<file path="config.mk">
export PLATFORM = sky130hd
export DESIGN_NAME = nonce_uart_tx
export DESIGN_NICKNAME = d
export VERILOG_FILES = /design/src/rtl/nonce_uart_tx.sv
export SDC_FILE = /design/constraint.sdc
export NUM_CORES = 1
export LEC_CHECK = 0
export CAP_MARGIN = 10
export CELL_PAD_IN_SITES_DETAIL_PLACEMENT = 1
export CELL_PAD_IN_SITES_GLOBAL_PLACEMENT = 1
export CORE_UTILIZATION = 39
export CTS_BUF_LIST = sky130_fd_sc_hd__clkbuf_4 sky130_fd_sc_hd__clkbuf_8
export CTS_CLUSTER_SIZE = 14
export DETAILED_ROUTE_END_ITERATION = 7
export GPL_TIMING_DRIVEN = 0
export PLACE_DENSITY = 0.8
export SLEW_MARGIN = 20
export SYNTH_ARGS = -nofsm -noshare
export SYNTH_HDL_FRONTEND = slang
export SYNTH_SLANG_ARGS = --single-unit
</file>
<file path="constraint.sdc">
create_clock -name clock -period 2.15 [get_ports clock]
set_input_delay 0.215 -clock clock [delete_from_list [all_inputs] [get_ports clock]]
set_output_delay 0.215 -clock clock [all_outputs]
set_load 0.02 [all_outputs]
</file>
<file path="src/rtl/nonce_uart_tx.sv">
// 8N1 UART transmitter for the winning nonce: sends sync, four nonce bytes (MSB first) and
// an XOR checksum as one back-to-back 6-byte packet, with all outputs driven from registers.
module nonce_uart_tx #(
  parameter int unsigned CLKS_PER_BIT = 868,
  parameter logic [7:0]  SYNC_BYTE    = 8'hA5
) (
  input  logic        clock,
  input  logic        reset,
  input  logic        send,
  input  logic [31:0] nonce,
  output logic        txd,
  output logic        busy,
  output logic        done
);

  localparam int unsigned TIMER_W = $clog2(CLKS_PER_BIT);
  localparam logic [TIMER_W-1:0] TIMER_LAST = TIMER_W'(CLKS_PER_BIT - 1);
  localparam logic [2:0] LAST_BYTE = 3'd5;

  typedef enum logic [1:0] {IDLE, START, DATA, STOP} state_t;

  state_t             state, state_n;
  logic [TIMER_W-1:0] bit_timer, bit_timer_n;
  logic [2:0]         bit_cnt, bit_cnt_n;
  logic [2:0]         byte_idx, byte_idx_n;
  logic [31:0]        shadow, shadow_n;
  logic [7:0]         checksum, checksum_n;
  logic               txd_n, busy_n, done_n;
  logic [7:0]         cur_byte;
  logic [2:0]         bit_next;
  logic               bit_end;

  // Packet byte selected by the current byte index
  always_comb begin
    cur_byte = SYNC_BYTE;
    case (byte_idx)
      3'd0:    cur_byte = SYNC_BYTE;
      3'd1:    cur_byte = shadow[31:24];
      3'd2:    cur_byte = shadow[23:16];
      3'd3:    cur_byte = shadow[15:8];
      3'd4:    cur_byte = shadow[7:0];
      3'd5:    cur_byte = checksum;
      default: cur_byte = SYNC_BYTE;
    endcase
  end

  assign bit_end  = (bit_timer == TIMER_LAST);
  assign bit_next = bit_cnt + 3'd1;

  always_ff @(posedge clock) begin
    if (reset) begin
      state     <= IDLE;
      bit_timer <= '0;
      bit_cnt   <= '0;
      byte_idx  <= '0;
      shadow    <= '0;
      checksum  <= '0;
      txd       <= 1'b1;
      busy      <= 1'b0;
      done      <= 1'b0;
    end else begin
      state     <= state_n;
      bit_timer <= bit_timer_n;
      bit_cnt   <= bit_cnt_n;
      byte_idx  <= byte_idx_n;
      shadow    <= shadow_n;
      checksum  <= checksum_n;
      txd       <= txd_n;
      busy      <= busy_n;
      done      <= done_n;
    end
  end

  // Next state and next registered outputs; the txd level for the upcoming bit is
  // computed here so the pin changes exactly on the bit boundary edge.
  always_comb begin
    state_n     = state;
    bit_timer_n = bit_end ? '0 : bit_timer + TIMER_W'(1);
    bit_cnt_n   = bit_cnt;
    byte_idx_n  = byte_idx;
    shadow_n    = shadow;
    checksum_n  = checksum;
    txd_n       = txd;
    busy_n      = busy;
    done_n      = 1'b0;

    case (state)
      IDLE: begin
        bit_timer_n = '0;
        txd_n       = 1'b1;
        if (send) begin
          shadow_n   = nonce;
          checksum_n = nonce[31:24] ^ nonce[23:16] ^ nonce[15:8] ^ nonce[7:0];
          byte_idx_n = '0;
          bit_cnt_n  = '0;
          state_n    = START;
          txd_n      = 1'b0;
          busy_n     = 1'b1;
        end
      end
      START: begin
        if (bit_end) begin
          state_n   = DATA;
          bit_cnt_n = '0;
          txd_n     = cur_byte[0];
        end
      end
      DATA: begin
        if (bit_end) begin
          if (bit_cnt == 3'd7) begin
            state_n = STOP;
            txd_n   = 1'b1;
          end else begin
            bit_cnt_n = bit_next;
            txd_n     = cur_byte[bit_next];
          end
        end
      end
      STOP: begin
        if (bit_end) begin
          if (byte_idx == LAST_BYTE) begin
            state_n = IDLE;
            busy_n  = 1'b0;
            done_n  = 1'b1;
          end else begin
            byte_idx_n = byte_idx + 3'd1;
            state_n    = START;
            txd_n      = 1'b0;
          end
        end
      end
      default: begin
        state_n = IDLE;
        txd_n   = 1'b1;
        busy_n  = 1'b0;
      end
    endcase
  end

endmodule
</file>
## After elaboration in Yosys (flattened, before gate mapping)

Cells that the tools add are included.
W data, S select, Z words.

| word-level totals | value |
|---|---|
| output and inout port bits | 3 |
| bits in registers | 61 |

| operators by class | value |
|---|---|
| reduce and logical (&&, ||, !) cells | 11 |
| magnitude comparators | 1 |
| bitwise operators | 5 |
| $add $sub $neg | 3 |
| mux-type cells | 30 |
| eq/ne operators | 18 |

Operators by type and width:

| cell | count |
|---|---|
| $pmux W8 S5 | 1 |
| $xor A8 B8 Y8 | 3 |
| $mux W3 | 6 |
| $ne A2 B2 Y1 const B | 8 |
| $mux W1 | 12 |
| $reduce_and A4 Y1 | 3 |
| $add A10 B1 Y10 const B | 1 |
| $eq A10 B10 Y1 const B | 1 |
| $mux W2 | 5 |
| $reduce_and A5 Y1 | 2 |
| $eq A3 B3 Y1 const B | 3 |
| $pmux W3 S3 | 1 |
| $pmux W2 S4 | 1 |
| $add A3 B1 Y3 const B | 2 |
| $eq A3 B2 Y1 const B | 2 |
| $pmux W3 S2 | 1 |
| $reduce_or A3 Y1 | 2 |
| $eq A2 B2 Y1 const B | 2 |
| $lt A3 B4 Y1 const B | 1 |
| $pmux W1 S4 | 1 |
| $bmux W1 S3 | 1 |
| $eq A3 B1 Y1 const B | 1 |
| $reduce_bool A3 Y1 | 1 |
| $eq A2 B1 Y1 const B | 1 |
| 5 further kinds | 6 |

## Longest topological paths before layout

| logic depth | value |
|---|---|
| depth after elaboration | 7 |
| depth in mapped cells | 11 |
| depth with buffers taken out | 8 |

## Least setup slack after synthesis

Ideal clock, no wire load.

| timing | value |
|---|---|
| kind | reg2reg |
| start point | register byte_idx[2] |
| end point | register txd |
| required time | 2.028 ns |
| cell stages (with the launch flop) | 12 |
| setup slack | -0.141 ns |
| arrival | 2.169 ns |
| path through | dfxtp_1 -> buf_6 -> clkbuf_1 -> inv_1 -> ha_1 -> buf_6 -> a32oi_1 -> o21ai_1 -> a211o_1 -> a221o_1 -> a221oi_2 -> nand2_1 |

| on the way | value |
|---|---|
| word-level cells in the longest chain between the ends | 7 |

Ends and longest elaborated chain:

| element | RTL line | text |
|---|---|---|
| from (decl) | 25 | `logic [2:0] byte_idx, byte_idx_n;` |
| from (signal assigned) | 65 | `byte_idx <= byte_idx_n;` |
| $eq A3 B3 Y1, or another cell as far along | 36, 121 |  |
| $pmux W8 S5 | 36 | `case (byte_idx)` |
| $bmux W1 S3 | 115 | `txd_n = cur_byte[bit_next];` |
| $mux W1 (implied by the code) | 115 |  |
| $mux W1 | 110 | `if (bit_cnt == 3'd7) begin` |
| $mux W1 | 109 | `if (bit_end) begin` |
| $pmux W1 S4 | 87 | `case (state)` |
| to (signal assigned) | 68 | `txd <= txd_n;` |
| to (decl) | 11 | `output logic txd,` |

Several ways; a longest one is shown, not always the timed one. The select of a mux whose other input is x is not followed.
A chain may end at the register's enable or synchronous reset.

## Final worst setup path

| timing | value |
|---|---|
| start point | register byte_idx[0] |
| end point | register txd |

The elaborated chain is that of the path after synthesis.

==> results_dict.tcl <==
set metrics [dict create \
    vias_per_cell 5.54 \
    yosys-top-cells-area "dfxtp_1 39%, nand2_1 9.5%, xnor2_1 8.2%" \
    die_w_um 91.3 \
    p_total_mw 3.86 \
    grt_max_degree 12 \
    ant_nets 0 \
    yosys_warnings 0 \
    fin_crit_ns 2.15 \
    outcome "complete, no violations" \
    cts_tree "done" \
    drt-initial-drc-count 149 \
    dieArea_um2 8330 \
    avgSynthCellArea_um2 8.18 \
    hold_start "reset" \
    finalNonFillerCells 540 \
    grt_pass1_wl_um 15200 \
    grt_overflow 0 \
    place.gp.congestion 0.872 \
    syn_inst 380 \
    cp_max_fo 7 \
    finalSetupTns_ns 0 \
    synth_seq_area_share_pct 39.3 \
    synthArstFlopShare_pct 0 \
    clock_sinks 61 \
    max_freq_ghz 0.466 \
    synthTopCellsByCount "79 x nand2_1, 61 x dfxtp_1, 43 x a21oi_1, 33 x nor2_1, 29 x xnor2_1" \
    slew_headroom_pct 55.1 \
    core_um2 7730 \
    whs_ns 0.316 \
    worst_slack_ns 0.00388 \
    post-route-period-util_pct 99.8 \
    irDropWorstVdd_mv 0.445 \
    cap_viol_max_count 0 \
    netlist_area_um2 3110 \
    final_area_um2 4010 \
    hpwl_um 6510 \
    synth_top_cell_area_share_pct 39.3 \
    cts_root_buf "clkbuf_8" \
    slew_viol_final 0 \
    first_pass_iters 5 \
    rr_startpoint "byte_idx[0]" \
    htree_levels 3 \
    synth_fp_nets 427 \
    crit_start "byte_idx[0]" \
    final_layout_size_suffix_gt1_share_pct 15.3 \
    ys.flop_type "dfxtp_1" \
    ys_types 51 \
    fillers 935 \
    end_kind "flop" \
    finalNetCount 480 \
    numPortBuffers 36 \
    hp-class "in -> reg" \
    power.leakage_nw 1.44 \
    fp.dieH_um 91.3 \
    ys_ff_latch 61 \
    grt_usage_pct 24.3 \
    cts.clk_slew.worst_paths_ns 0.08 \
    io-pin-count 38 \
    startpoint_type "flop" \
    multiInputGateArea_um2 1830 \
    utilization_pct 51.8 \
    place_area_um2 3610 \
    clk_path_buf_depth 2 \
    rsz0062_at_grt "true" \
    antenna_found_initial 0 \
    required_ns 2.39 \
    synth_enable_flop_cells 0 \
    wirelength_um 10100 \
    wire_per_inst_um 18.7 \
    crit_type "reg -> reg" \
    num_vias 2990 \
    pre_cts_slack_ns -0.243 \
    finalSetupViolCount 0 \
    antenna_cells 0 \
    synth.most_common_cell "nand2_1" \
    grt_pass1_vias 2943 \
    finalClockSkew_ns 0.0101 \
    tightest_slew_ns 0.673 \
    syn2layout_area_growth_pct 28.8 \
    drcViolationCount 0 \
    cts_inserted_buffers 9 \
    yosysTopAreaCell "dfxtp_1" \
    ff_latch_area_um2 1240 \
    core.rowCount 32 \
    arrival_ns 2.39 \
    place_inst 518 \
    hold_violations 0 \
    initial_core_util_pct 40.2 \
    clk-insertion-delay-late_ns 0.36 \
    p_per_area_nw_per_um2 965 \
]
[cells by family (layout without fill, tap and decap cells)]
kind of cell	after synthesis	count (layout)	share of synthesized area, %
AO/OA/AOI/OAI	92	92	19.8
XOR/XNOR	32	32	9.01
adder cells (fa/ha/maj)	12	12	4.83
buffers and inverters	34	92	5.15
flip-flops	61	61	39.3
multiplexers	3	3	1.01
AND/OR/NAND/NOR	146	146	20.9
[metal layers]
metal / vias up / share of wire (%) / global-route usage (%)
met2: 105 / 50 / 40.0
met3: 23 / 6.0 / 5.53
li1: 1420 / - / -
met1: 1442 / 41 / 29.9
met5: - / 0 / 0
met4: 0 / 3.2 / 11.4
[state kept, by name, summed over array words and instances, names as in the netlist]
signal	flops
bit_cnt	3
checksum	8
byte_idx	3
state	2
bit_timer	10
shadow	32
busy	1
txd	1
done	1
[critical path, cell delays in order (launching register included)]
cell and delay (ns):
dfxtp_4 0.38, ha_4 0.18, ha_4 0.15, buf_6 0.13
a32oi_2 0.17, o21ai_2 0.10, a211o_1 0.27, a221o_1 0.34
a221oi_2 0.23, nand2_1 0.07
[where the power goes]
part	switching, mW	total (mW)	internal (mW)
combinational	0.738	1.21	0.476
clock	0.476	1.20	0.725
sequential	0.132	1.45	1.32
[worst paths after layout]
kind,end,slack (ns),depth (start not counted)
hold reg to reg,shadow[28],0.46,2
hold / removal,done,0.32,2
setup / recovery,txd,0.004,9
setup reg to reg,txd,0.004,9
[area by class of cell]
| type | instances | share of cell area, % |
|---|---|---|
| flip-flops and latches | 61 | 30.9 |
| inverters | 9 | 0.843 |
| clock inverters | 4 | 1.75 |
| clock buffers | 12 | 3.97 |
| multi-input cells | 285 | 45.6 |
| repair buffers | 45 | 10.7 |
| plain buffers | 22 | 3.12 |
| well taps | 102 | 3.19 |
[placed cells by master, fill, tap and decap left out, types with 3 or more instances in the layout]
| master | instances |
|---|---|
| and2_1 | 5 |
| nand4_1 | 4 |
| dfxtp_4 | 4 |
| a211oi_1 | 9 |
| xnor2_1 | 29 |
| ha_4 | 3 |
| xor2_1 | 3 |
| buf_6 | 3 |
| ha_2 | 4 |
| inv_1 | 7 |
| nand2_1 | 79 |
| a22oi_1 | 7 |
| a21oi_1 | 43 |
| nor2_1 | 33 |
| clkdlybuf4s50_1 | 36 |
| a221oi_2 | 3 |
| buf_4 | 10 |
| dfxtp_1 | 57 |
| ha_1 | 5 |
| clkbuf_2 | 3 |
| nand3_1 | 9 |
| clkbuf_1 | 10 |
| clkbuf_8 | 11 |
| clkbuf_4 | 4 |
[timing repair]
action | CTS | global route
buffers inserted | 2 | 7
resized for setup | 5 | 42
hold buffers | 0 | 0
setup endpoints to repair | 21 | 44
pin swaps | 4 | 8
Note: power is estimated with default switching activity, not from simulation.
